$ cat config.mk
export PLATFORM = sky130hd
export DESIGN_NAME = b3_counter
export DESIGN_NICKNAME = d
export VERILOG_FILES = /design/src/rtl/b3_pkg.sv /design/src/rtl/b3_incdec_cell.sv /design/src/rtl/b3_counter.sv
export SDC_FILE = /design/constraint.sdc
export NUM_CORES = 1
export LEC_CHECK = 0
export CORE_MARGIN = 2
export CORE_UTILIZATION = 45
export DETAILED_ROUTE_END_ITERATION = 8
export PLACE_DENSITY_LB_ADDON = 0.2
export REMOVE_ABC_BUFFERS = 1
export SLEW_MARGIN = 30
export SYNTH_ARGS = -nofsm -noshare
export SYNTH_HDL_FRONTEND = slang
export SYNTH_HIERARCHICAL = 1
export SYNTH_SLANG_ARGS = --single-unit
$ cat constraint.sdc
create_clock -name clock -period 4.25 [get_ports clock]
set_input_delay 0.85 -clock clock [delete_from_list [all_inputs] [get_ports clock]]
set_output_delay 0.85 -clock clock [all_outputs]
set_load 0.05 [all_outputs]
$ cat src/rtl/b3_pkg.sv
// Shared trit definitions for the base-3 datapath: 2-bit trit type,
// its four codes, and the legality check used on load values.
package b3_pkg;

  typedef logic [1:0] trit_t;

  localparam trit_t T0 = 2'b00;
  localparam trit_t T1 = 2'b01;
  localparam trit_t T2 = 2'b10;
  localparam trit_t TX = 2'b11;

  function automatic logic trit_legal(input trit_t t);
    return (t != TX);
  endfunction

endpackage

$ cat src/rtl/b3_incdec_cell.sv
// One ternary digit of the counter: adds or subtracts the incoming
// carry/borrow and reports the carry/borrow into the next digit.
module b3_incdec_cell
  import b3_pkg::*;
(
  input  trit_t i_trit,
  input  logic  i_cin,
  input  logic  i_up,
  output trit_t o_trit,
  output logic  o_cout
);

  always_comb begin
    o_trit = i_trit;
    o_cout = 1'b0;
    if (i_cin) begin
      if (i_up) begin
        unique case (i_trit)
          T0:      o_trit = T1;
          T1:      o_trit = T2;
          T2:      begin o_trit = T0; o_cout = 1'b1; end
          default: o_trit = T0;
        endcase
      end else begin
        unique case (i_trit)
          T0:      begin o_trit = T2; o_cout = 1'b1; end
          T1:      o_trit = T0;
          T2:      o_trit = T1;
          default: o_trit = T0;
        endcase
      end
    end
  end

endmodule

$ cat src/rtl/b3_counter.sv
// N-trit base-3 up/down counter with checked parallel load and a
// terminal-count output that flags the cycle whose edge wraps.
module b3_counter
  import b3_pkg::*;
#(
  parameter int N = 4
) (
  input  logic           clock,
  input  logic           reset,
  input  logic           en,
  input  logic           up,
  input  logic           load,
  input  logic [2*N-1:0] din,
  output logic [2*N-1:0] q,
  output logic           tc,
  output logic           err
);

  logic [2*N-1:0] r_q;
  logic           r_err;
  logic [2*N-1:0] w_next;
  logic [N:0]     w_carry;
  logic [N-1:0]   w_legal;
  logic           w_din_ok;

  assign w_carry[0] = 1'b1;

  for (genvar i = 0; i < N; i++) begin : g_trit
    b3_incdec_cell u_cell (
      .i_trit (r_q[2*i +: 2]),
      .i_cin  (w_carry[i]),
      .i_up   (up),
      .o_trit (w_next[2*i +: 2]),
      .o_cout (w_carry[i+1])
    );
    assign w_legal[i] = trit_legal(din[2*i +: 2]);
  end

  assign w_din_ok = &w_legal;

  // Carry out of the top trit is set exactly when every trit sits at the
  // wrap value for the current direction (all 2s up, all 0s down).
  assign tc = en & ~load & w_carry[N];

  always_ff @(posedge clock) begin
    if (reset) begin
      r_q   <= '0;
      r_err <= 1'b0;
    end else if (load) begin
      if (w_din_ok) begin
        r_q   <= din;
        r_err <= 1'b0;
      end else begin
        r_err <= 1'b1;
      end
    end else if (en) begin
      r_q <= w_next;
    end
  end

  assign q   = r_q;
  assign err = r_err;

endmodule
# Word level (Yosys, flattened, before mapping)
# Cells that the tools add are included.
# word_totals
word_cells,68
reg_bits,9
input_bits,13
output_inout_bits,10
# op_classes
n_mux,34
n_reduce_logical,13
n_bitwise,3
n_eq_ne,13
# ops
cell,n
$pmux W2 S2,8
$mux W8,3
$mux W1,16
$mux W2,7
$reduce_and A3 Y1,3
$eq A2 B1 Y1 const B,4
$eq A2 B2 Y1 const B,4
$logic_not A2 Y1,4
$ne A2 B2 Y1 const B,4
$reduce_bool A2 Y1,4
$reduce_and A4 Y1,1
$and A1 B1 Y1,2
$ne A2 B1 Y1 const B,1
$reduce_and A2 Y1,1
$not A1 Y1,1

# Logic depth before layout (Yosys ltp)
# Gate-level depths: netlist (run 1).
# depth
ltp_word,8
ltp_mapped,9
depth_no_buf,9

# Modules after synthesis
# The synthesis (run 1) kept the hierarchy.
# by_module_without_submodules
mod,instances,cells_each,seq_area_each_um2,area_each_um2
b3_counter,1,59,180.2,508.0
b3_incdec_cell,4,9,0.0,61.3

# Worst setup path after synthesis (run 1)
# OpenSTA, ideal clock, no wires.
# synth_timing
path_kind,input to output
startpoint,in up
endpoint,out tc
cell_stages,6
setup_slack_ns,1.203
required_time_ns,3.400
n_path_buf,0
t_arrival_ns,2.197
path_cell_list,xnor2_1 -> and3b_1 -> and3b_1 -> and3b_1 -> and3b_1 -> and2_1
# synth_between
elab_chain_len,5
elab_cells_between_ends,8
cone_classes,mux: 7; bitwise: 1
# synth_rtl
element,line,text
"start, declared",b3_counter.sv:11,"input logic up,"
$mux W1,b3_incdec_cell.sv:17,if (i_up) begin
net w_carry[1],b3_counter.sv:22,logic [N:0] w_carry;
$mux W1,b3_incdec_cell.sv:16,if (i_cin) begin
net w_carry[2],b3_counter.sv:22,
$mux W1,b3_incdec_cell.sv:16,
net w_carry[3],b3_counter.sv:22,
$mux W1,b3_incdec_cell.sv:16,
net w_carry[4],b3_counter.sv:22,
$and A1 B1 Y1,b3_counter.sv:43,assign tc = en & ~load & w_carry[N];
"end, declared",b3_counter.sv:15,"output logic tc,"
# The timed path passes the listed nets, and every way through them passes these cells.

# Worst setup path after layout (run 1)
# Same ends and word-level chain as after synthesis.

==> summary.txt, run 1 <==
Status
  • Result of the run: finished, final reports clean

Clock tree
  • CTS clk-pin slew, worst paths: 0.06 ns
  • Number of sinks driven by the clock tree: 9
  • Number of levels the H-tree was split into: 1
  • Clock tree from TritonCTS: done
  • Number of clock buffers inserted by TritonCTS: 3
  • Post CTS Setup Buffer Count: 0
  • CTS max path bufs: 2
  • Root buf cell: clkbuf_4
  • Post_cts resized: 0
  • Post-cts hold buffer count: 0
  • Latest clock arrival within the worst-skew pair: 0.26 ns

Setup path
  • Arrival time worst endpoint: 2.68 ns
  • Worst path cell trace: clkdlybuf4s50_1, xnor2_1, and3b_1, and3b_1, and3b_1, and3b_1, and2_1, buf_12
  • Most common cell type on the critical path: and3b_1
  • Worst R2R Start: q[1]
  • Worst R2R Path Depth: 9
  • Top delay family on crit path: simple AND/OR/NAND/NOR gates
  • Crit Path Category: primary input to output pin
  • Largest stage delay, worst path: 0.49 ns
  • Top fanout value on the critical path: 5
  • Reg2Reg Capture Point: q[6]
  • Kind of end point of the critical path: output pin
  • Crit path buffers/inverters: 2
  • CP required: 3.40 ns
  • Internal reg-to-reg setup slack: 2.12 ns
  • Worst-path cell with the longest stage delay: clkdlybuf4s50_1
  • Kind of start point of the critical path: primary input

GRT
  • Number of antenna violations at the first check in global routing: 0
  • First-pass GRT wire length: 3080 um
  • Number of global-route vias before repair: 752
  • Largest net degree at the start of global routing: 14
  • Total overflow reported by the global router: 0
  • Global-route usage over all layers: 0.209

Timing
  • Worst Tran Pin Value: 0.472 ns
  • Final worst path period share: 0.831
  • Highest clock rate: 0.283 GHz
  • Clock Skew: 0.00307 ns
  • Unrepaired setup endpoints after global routing: false
  • WHS: 0.498 ns
  • Endpoints failing hold: 0
  • Setup TNS: 0 ns
  • Min Clock Period, post-route: 3.53 ns
  • Setup violators final: 0
  • Max_slew headroom: 0.677
  • Slew Limit Fails: 0

Pwr
  • IR Drop Worst-Case VDD: 0.157 mV
  • Total power density per cell area: 252 nW/um^2
  • LEAKAGE: 0.422 nW

Placed design
  • Final RePlAce weighted congestion: 0.880
  • Detailed-placement wirelength estimate: 1510 um
  • Port-buffer cells: 22

Cells and area
  • Layout Nets: 139
  • Antenna diodes: 0
  • Fraction of layout cells with a size suffix above 1: 0.0800
  • Filler cells: 136
  • Area of combinational cells with multiple inputs: 581 sq um
  • Post-synthesis to final-layout area growth: 39.2%
  • Area taken by flip-flops and latches: 180 sq um

Floorplanning
  • Die X: 44.9 um
  • Initial cell density of the core: 0.489
  • Number of placement rows: 14
  • Die Span Y: 44.9 um
  • Core area: 1540 sq um
  • Area enclosed by the die boundary: 2020 sq um
  • Top Ports: 23

Drt
  • First drt pass iteration count: 4
  • DR WL/cell: 13.6 um
  • DRT antenna net count: 0
  • Aggregate routed wire length: 1920 um
  • Via density per instance: 5.66
  • Drt first-iter violations: 23
  • Via count: 798
  • Number of design rule violations left after detail routing: 0

Synth
  • Synth warn: 6
  • Sequential share of the synthesized area: 0.239
  • Synthesized area per cell: 7.93 sq um
  • Syn Inst Count: 95
  • Total standard cell area after synthesis: 753 sq um
  • Synth unique cells: 26
  • Synth Register Bits: 9

Worst hold path
  • Worst hold-check path type: flop to flop
  • Min-Delay Path Depth: 2
  • Endpoint with the worst hold slack: err
  • Launch instance of the worst min-delay path: err

Run
  • Reported max-cap violation count: 0
placed cells by master (no fill, tap or decap), types with 2 or more instances in the layout:
cell type        netlist  routed
clkdlybuf4s50_1        0      21
xor2_1                 4       4
clkbuf_4               0       3
xnor2_1                4       4
o21ai_1                8       8
and2_1                 2       2
dfxtp_1                9       9
and3b_1                4       4
nor2_1                 7       7
a2111oi_0              2       2
nand2_1                9       9
conb_1                 1       5
nand2b_1              22      22
nor3_1                 4       4
a221o_1                6       6
power by group:
group          internal (mW)  total [mW]  switching, mW
sequential            0.0902      0.0983        0.00815
clock                 0.0362      0.0664         0.0301
combinational         0.0455      0.0997         0.0543
total                  0.172       0.264         0.0926
flip-flops by register name, summed over array words and instances (netlist names):
signal  cells
err         1
q           8
layer usage:
layer | vias to the layer above | wire length (um) | GRT usage
met5 | - | 0 | 0
met4 | 0 | 38 | 0.0529
met3 | 4 | 123 | 0.0880
met2 | 24 | 931 | 0.357
met1 | 373 | 823 | 0.242
li1 | 397 | - | -
how the worst max path moves through the flow:
stage               startpoint  to  slack [ns]  cells after the start
floorplan                   up  tc        1.20                      6
global placement            up  tc        0.78                      8
detailed placement          up  tc        0.72                      8
CTS                         up  tc        0.72                      8
global route                up  tc        0.53                      8
finish                      up  tc        0.72                      8
cells in the mapped netlist:
| cell type | n | share of area |
|---|---|---|
| nor2_1 | 7 | 0.035 |
| xor2_1 | 4 | 0.047 |
| a22o_4 | 1 | 0.023 |
| conb_1 | 1 | 0.0050 |
| nand2b_1 | 22 | 0.18 |
| dfxtp_1 | 9 | 0.24 |
| nand2_1 | 9 | 0.045 |
| o21ai_0 | 1 | 0.0066 |
| o21ai_1 | 8 | 0.053 |
| nor3_1 | 4 | 0.027 |
| o311a_4 | 1 | 0.028 |
| and3b_1 | 4 | 0.047 |
| inv_1 | 1 | 0.0050 |
| a221o_1 | 6 | 0.080 |
| xnor2_1 | 4 | 0.047 |
| o21a_1 | 1 | 0.010 |
| a21o_1 | 1 | 0.010 |
| or3_2 | 1 | 0.010 |
| a211oi_1 | 1 | 0.010 |
| clkbuf_1 | 1 | 0.0050 |
| or2b_2 | 1 | 0.012 |
| o311a_1 | 1 | 0.013 |
| a21bo_2 | 1 | 0.013 |
| nor2b_1 | 1 | 0.0083 |
| a2111oi_0 | 2 | 0.023 |
| and2_1 | 2 | 0.017 |
final cells by class:
class | count | share of cell area
Tap cell | 16 | 0.0191
Inverter | 1 | 0.00358
Clock buffer | 4 | 0.0251
Sequential cell | 9 | 0.172
Timing Repair Buffer | 23 | 0.227
Multi-Input combinational cell | 88 | 0.554
per-stage QoR:
step	utilization	area, sq um	cells	setup WS, ns	total power, mW
6_report	0.680	1050	141	0.718	0.264
5_1_grt	0.680	1050	141	0.528	0.279
4_1_cts	0.680	1050	141	0.717	0.266
3_5_place_dp	0.663	1020	137	0.716	0.199
3_3_place_gp	0.663	1020	137	0.781	0.197
2_1_floorplan	-	764	98	1.20	0.161
worst min-delay path: cells and delay by family, from the launching register on:
kind	cells	cell delay [ns]
flip-flops	1	0.31
AND/OR/NAND/NOR	2	0.15
kinds of logic (layout without fill, tap and decap cells):
kind of cell / Yosys count / count (layout) / synth area share
compound gates: 24 / 24 / 0.271
xor+xnor: 8 / 8 / 0.0930
buf+inv: 2 / 28 / 0.00996
flops: 9 / 9 / 0.239
other cells: 1 / 5 / 0.00498
simple gates: 51 / 51 / 0.382
(Power assumes the default switching activity.)
==> inputs of run 2 (changes only) <==
Settings changed: CORE_UTILIZATION 45 to 41.
Clock period 4.25 ns to 3.1 ns, I/O delays scaled along.
==> summary.txt, run 2 (synthesis gave the netlist of run 1 again) <==
Cells and area
  • Total non-filler cell area in the finished layout: 1070 sq um (was 1050 sq um)
  • Post-synthesis to final-layout area growth: 42.0% (was 39.2%)
  • Layout Nets: 140 (was 139)
  • Leading cell type in the layout, fill and taps excluded: nand2b_1 (unchanged)
  • Antenna diodes: 0 (unchanged)
  • Finished Layout Cells: 151 (was 141)
  • Fraction of layout cells with a size suffix above 1: 0.103 (was 0.0800)
  • Most used cells in the layout excluding fill and tap cells: nand2b_1, clkdlybuf4s50_1, nand2_1, dfxtp_1, o21ai_1 (unchanged)
  • Final Util: 0.620 (was 0.680)
  • Number of flip-flops under the largest register name: 8 (unchanged)

Setup path
  • CP required: 2.48 ns (was 3.40 ns)
  • Worst R2R Start: q[1] (unchanged)
  • Reg2Reg Capture Point: q[6] (unchanged)
  • Top fanout value on the critical path: 7 (was 5)
  • Kind of start point of the critical path: primary input (unchanged)
  • Internal reg-to-reg setup slack: 1.10 ns (was 2.12 ns)
  • Crit path buffers/inverters: 3 (was 2)
  • Largest stage delay, worst path: 0.49 ns (about the same)
  • Crit Path Category: primary input to output pin (unchanged)
  • Arrival time worst endpoint: 2.39 ns (was 2.68 ns)
  • Worst-path cell with the longest stage delay: clkdlybuf4s50_1 (unchanged)
  • Kind of end point of the critical path: output pin (unchanged)
  • Most common cell type on the critical path: and3b_2 (was and3b_1)
  • Worst R2R Path Depth: 9 (unchanged)
  • Top delay family on crit path: buffers and inverters (was simple AND/OR/NAND/NOR gates)
  • Worst path cell trace: clkdlybuf4s50_1, buf_4, xnor2_1, and3b_2, and3b_2, and3b_1, and2_1, buf_12 (was clkdlybuf4s50_1, xnor2_1, and3b_1, and3b_1, and3b_1, and3b_1, and2_1, buf_12)

GRT
  • Global-route usage over all layers: 0.208 (was 0.209)
  • Largest net degree at the start of global routing: 14 (unchanged)
  • Number of antenna violations at the first check in global routing: 0 (unchanged)
  • Number of global-route vias before repair: 731 (was 752)
  • First-pass GRT wire length: 3230 um (was 3080 um)
  • Total overflow reported by the global router: 0 (unchanged)

Timing
  • Slew Limit Fails: 0 (unchanged)
  • WHS: 0.492 ns (was 0.498 ns)
  • Highest clock rate: 0.332 GHz
  • Max_slew headroom: 0.610 (was 0.677)
  • Endpoints failing hold: 0 (unchanged)
  • Unrepaired setup endpoints after global routing: false (unchanged)
  • Worst Tran Pin Value: 0.571 ns (was 0.472 ns)
  • Setup TNS: 0 ns (unchanged)
  • Setup violators final: 0 (unchanged)
  • Min Clock Period, post-route: 3.01 ns
  • Final worst path period share: 0.970
  • Clock Skew: 0.00314 ns (was 0.00307 ns)

Worst hold path
  • Min-Delay Path Depth: 2 (unchanged)
  • Launch instance of the worst min-delay path: err (unchanged)
  • Endpoint with the worst hold slack: err (unchanged)
  • Worst hold-check path type: flop to flop (unchanged)

Pwr
  • Total power density per cell area: 340 nW/um^2 (was 252 nW/um^2)
  • LEAKAGE: 0.427 nW (was 0.422 nW)
  • IR Drop Worst-Case VDD: 0.200 mV (was 0.157 mV)

Floorplanning
  • Area enclosed by the die boundary: 2200 sq um (was 2020 sq um)
  • Die X: 46.9 um (was 44.9 um)
  • Initial cell density of the core: 0.436 (was 0.489)
  • Number of placement rows: 15 (was 14)
  • Top Ports: 23 (unchanged)
  • Core area: 1730 sq um (was 1540 sq um)
  • Die Span Y: 46.9 um (was 44.9 um)

Run
  • Reported max-cap violation count: 0 (unchanged)

Placed design
  • Port-buffer cells: 22 (unchanged)
  • Final RePlAce weighted congestion: 0.798 (was 0.880)
  • Instance area after placement: 1040 sq um (was 1020 sq um)
  • Detailed-placement wirelength estimate: 1500 um (was 1510 um)
  • Post-placement cell count: 147 (was 137)

Drt
  • Via count: 782 (was 798)
  • First drt pass iteration count: 4 (unchanged)
  • Drt first-iter violations: 12 (was 23)
  • DR WL/cell: 12.4 um (was 13.6 um)
  • Number of design rule violations left after detail routing: 0 (unchanged)
  • DRT antenna net count: 0 (unchanged)
  • Aggregate routed wire length: 1870 um (was 1920 um)
  • Via density per instance: 5.18 (was 5.66)

Clock tree
  • Number of levels the H-tree was split into: 1 (unchanged)
  • Root buf cell: clkbuf_4 (unchanged)
  • Number of sinks driven by the clock tree: 9 (unchanged)
  • CTS max path bufs: 2 (unchanged)
  • Number of clock buffers inserted by TritonCTS: 3 (unchanged)
  • Clock tree from TritonCTS: done (unchanged)
  • Latest clock arrival within the worst-skew pair: 0.26 ns (about the same)
  • CTS clk-pin slew, worst paths: 0.06 ns (about the same)
  • Post CTS Setup Buffer Count: 0 (unchanged)

Status
  • Result of the run: finished, final reports clean (unchanged)
==> run 2: cell types whose count changed in the layout (fill, tap and decap cells not counted) <==
cell	previous run	this run
buf_4	1	2
and3b_2	0	2
and3b_1	4	2
==> run 2: layout make-up <==
type | instances | area [sq um]
inverter | 1 | 3.75
clock buffer | 4 | 26.3
multi-input combinational | 88 | 583
sequential | 9 | 180
tap | 25 | 31.3
timing repair buffer | 24 | 245
fill | 174 | 657
==> run 2: per-layer routing <==
metal  vias to the layer above  global-route usage  share of wire
met3                         2              0.0462          0.039
met5                         -                   0              0
li1                        401                   -              -
met4                         0              0.0833         0.0048
met2                        19               0.326           0.48
met1                       360               0.277           0.48
==> run 2: tightest hold or removal path: stages (launching register included) <==
cell and delay [ns]:
dfxtp_1 0.31, nor2_1 0.09, nor3_1 0.05
==> run 2: where the power goes <==
part           switching [mW]  internal, mW
clock                  0.0402        0.0496
combinational          0.0743        0.0642
sequential             0.0116         0.124
total                   0.126         0.237
==> run 2: how the worst max path moves through the flow <==
stage	slack [ns]	cells after the start	endpoint	startpoint
floorplan	0.42	6	tc	q[1]
global placement	0.12	8	tc	up
detailed placement	0.06	8	tc	up
CTS	0.06	8	tc	up
global route	0.009	8	tc	up
finish	0.09	8	tc	up
==> run 2: timing repair <==
item / 4_1_cts / 5_1_grt
hold buffers: 0 / 0
endpoints found under the setup margin: 0 / 1
resized for setup: 0 / 2
==> run 2: per-stage QoR <==
step | power [mW] | setup WS, ns
6_report | 0.364 | 0.0921
5_1_grt | 0.383 | 0.00920
4_1_cts | 0.365 | 0.0600
3_5_place_dp | 0.275 | 0.0576
3_3_place_gp | 0.272 | 0.117
2_1_floorplan | 0.221 | 0.417
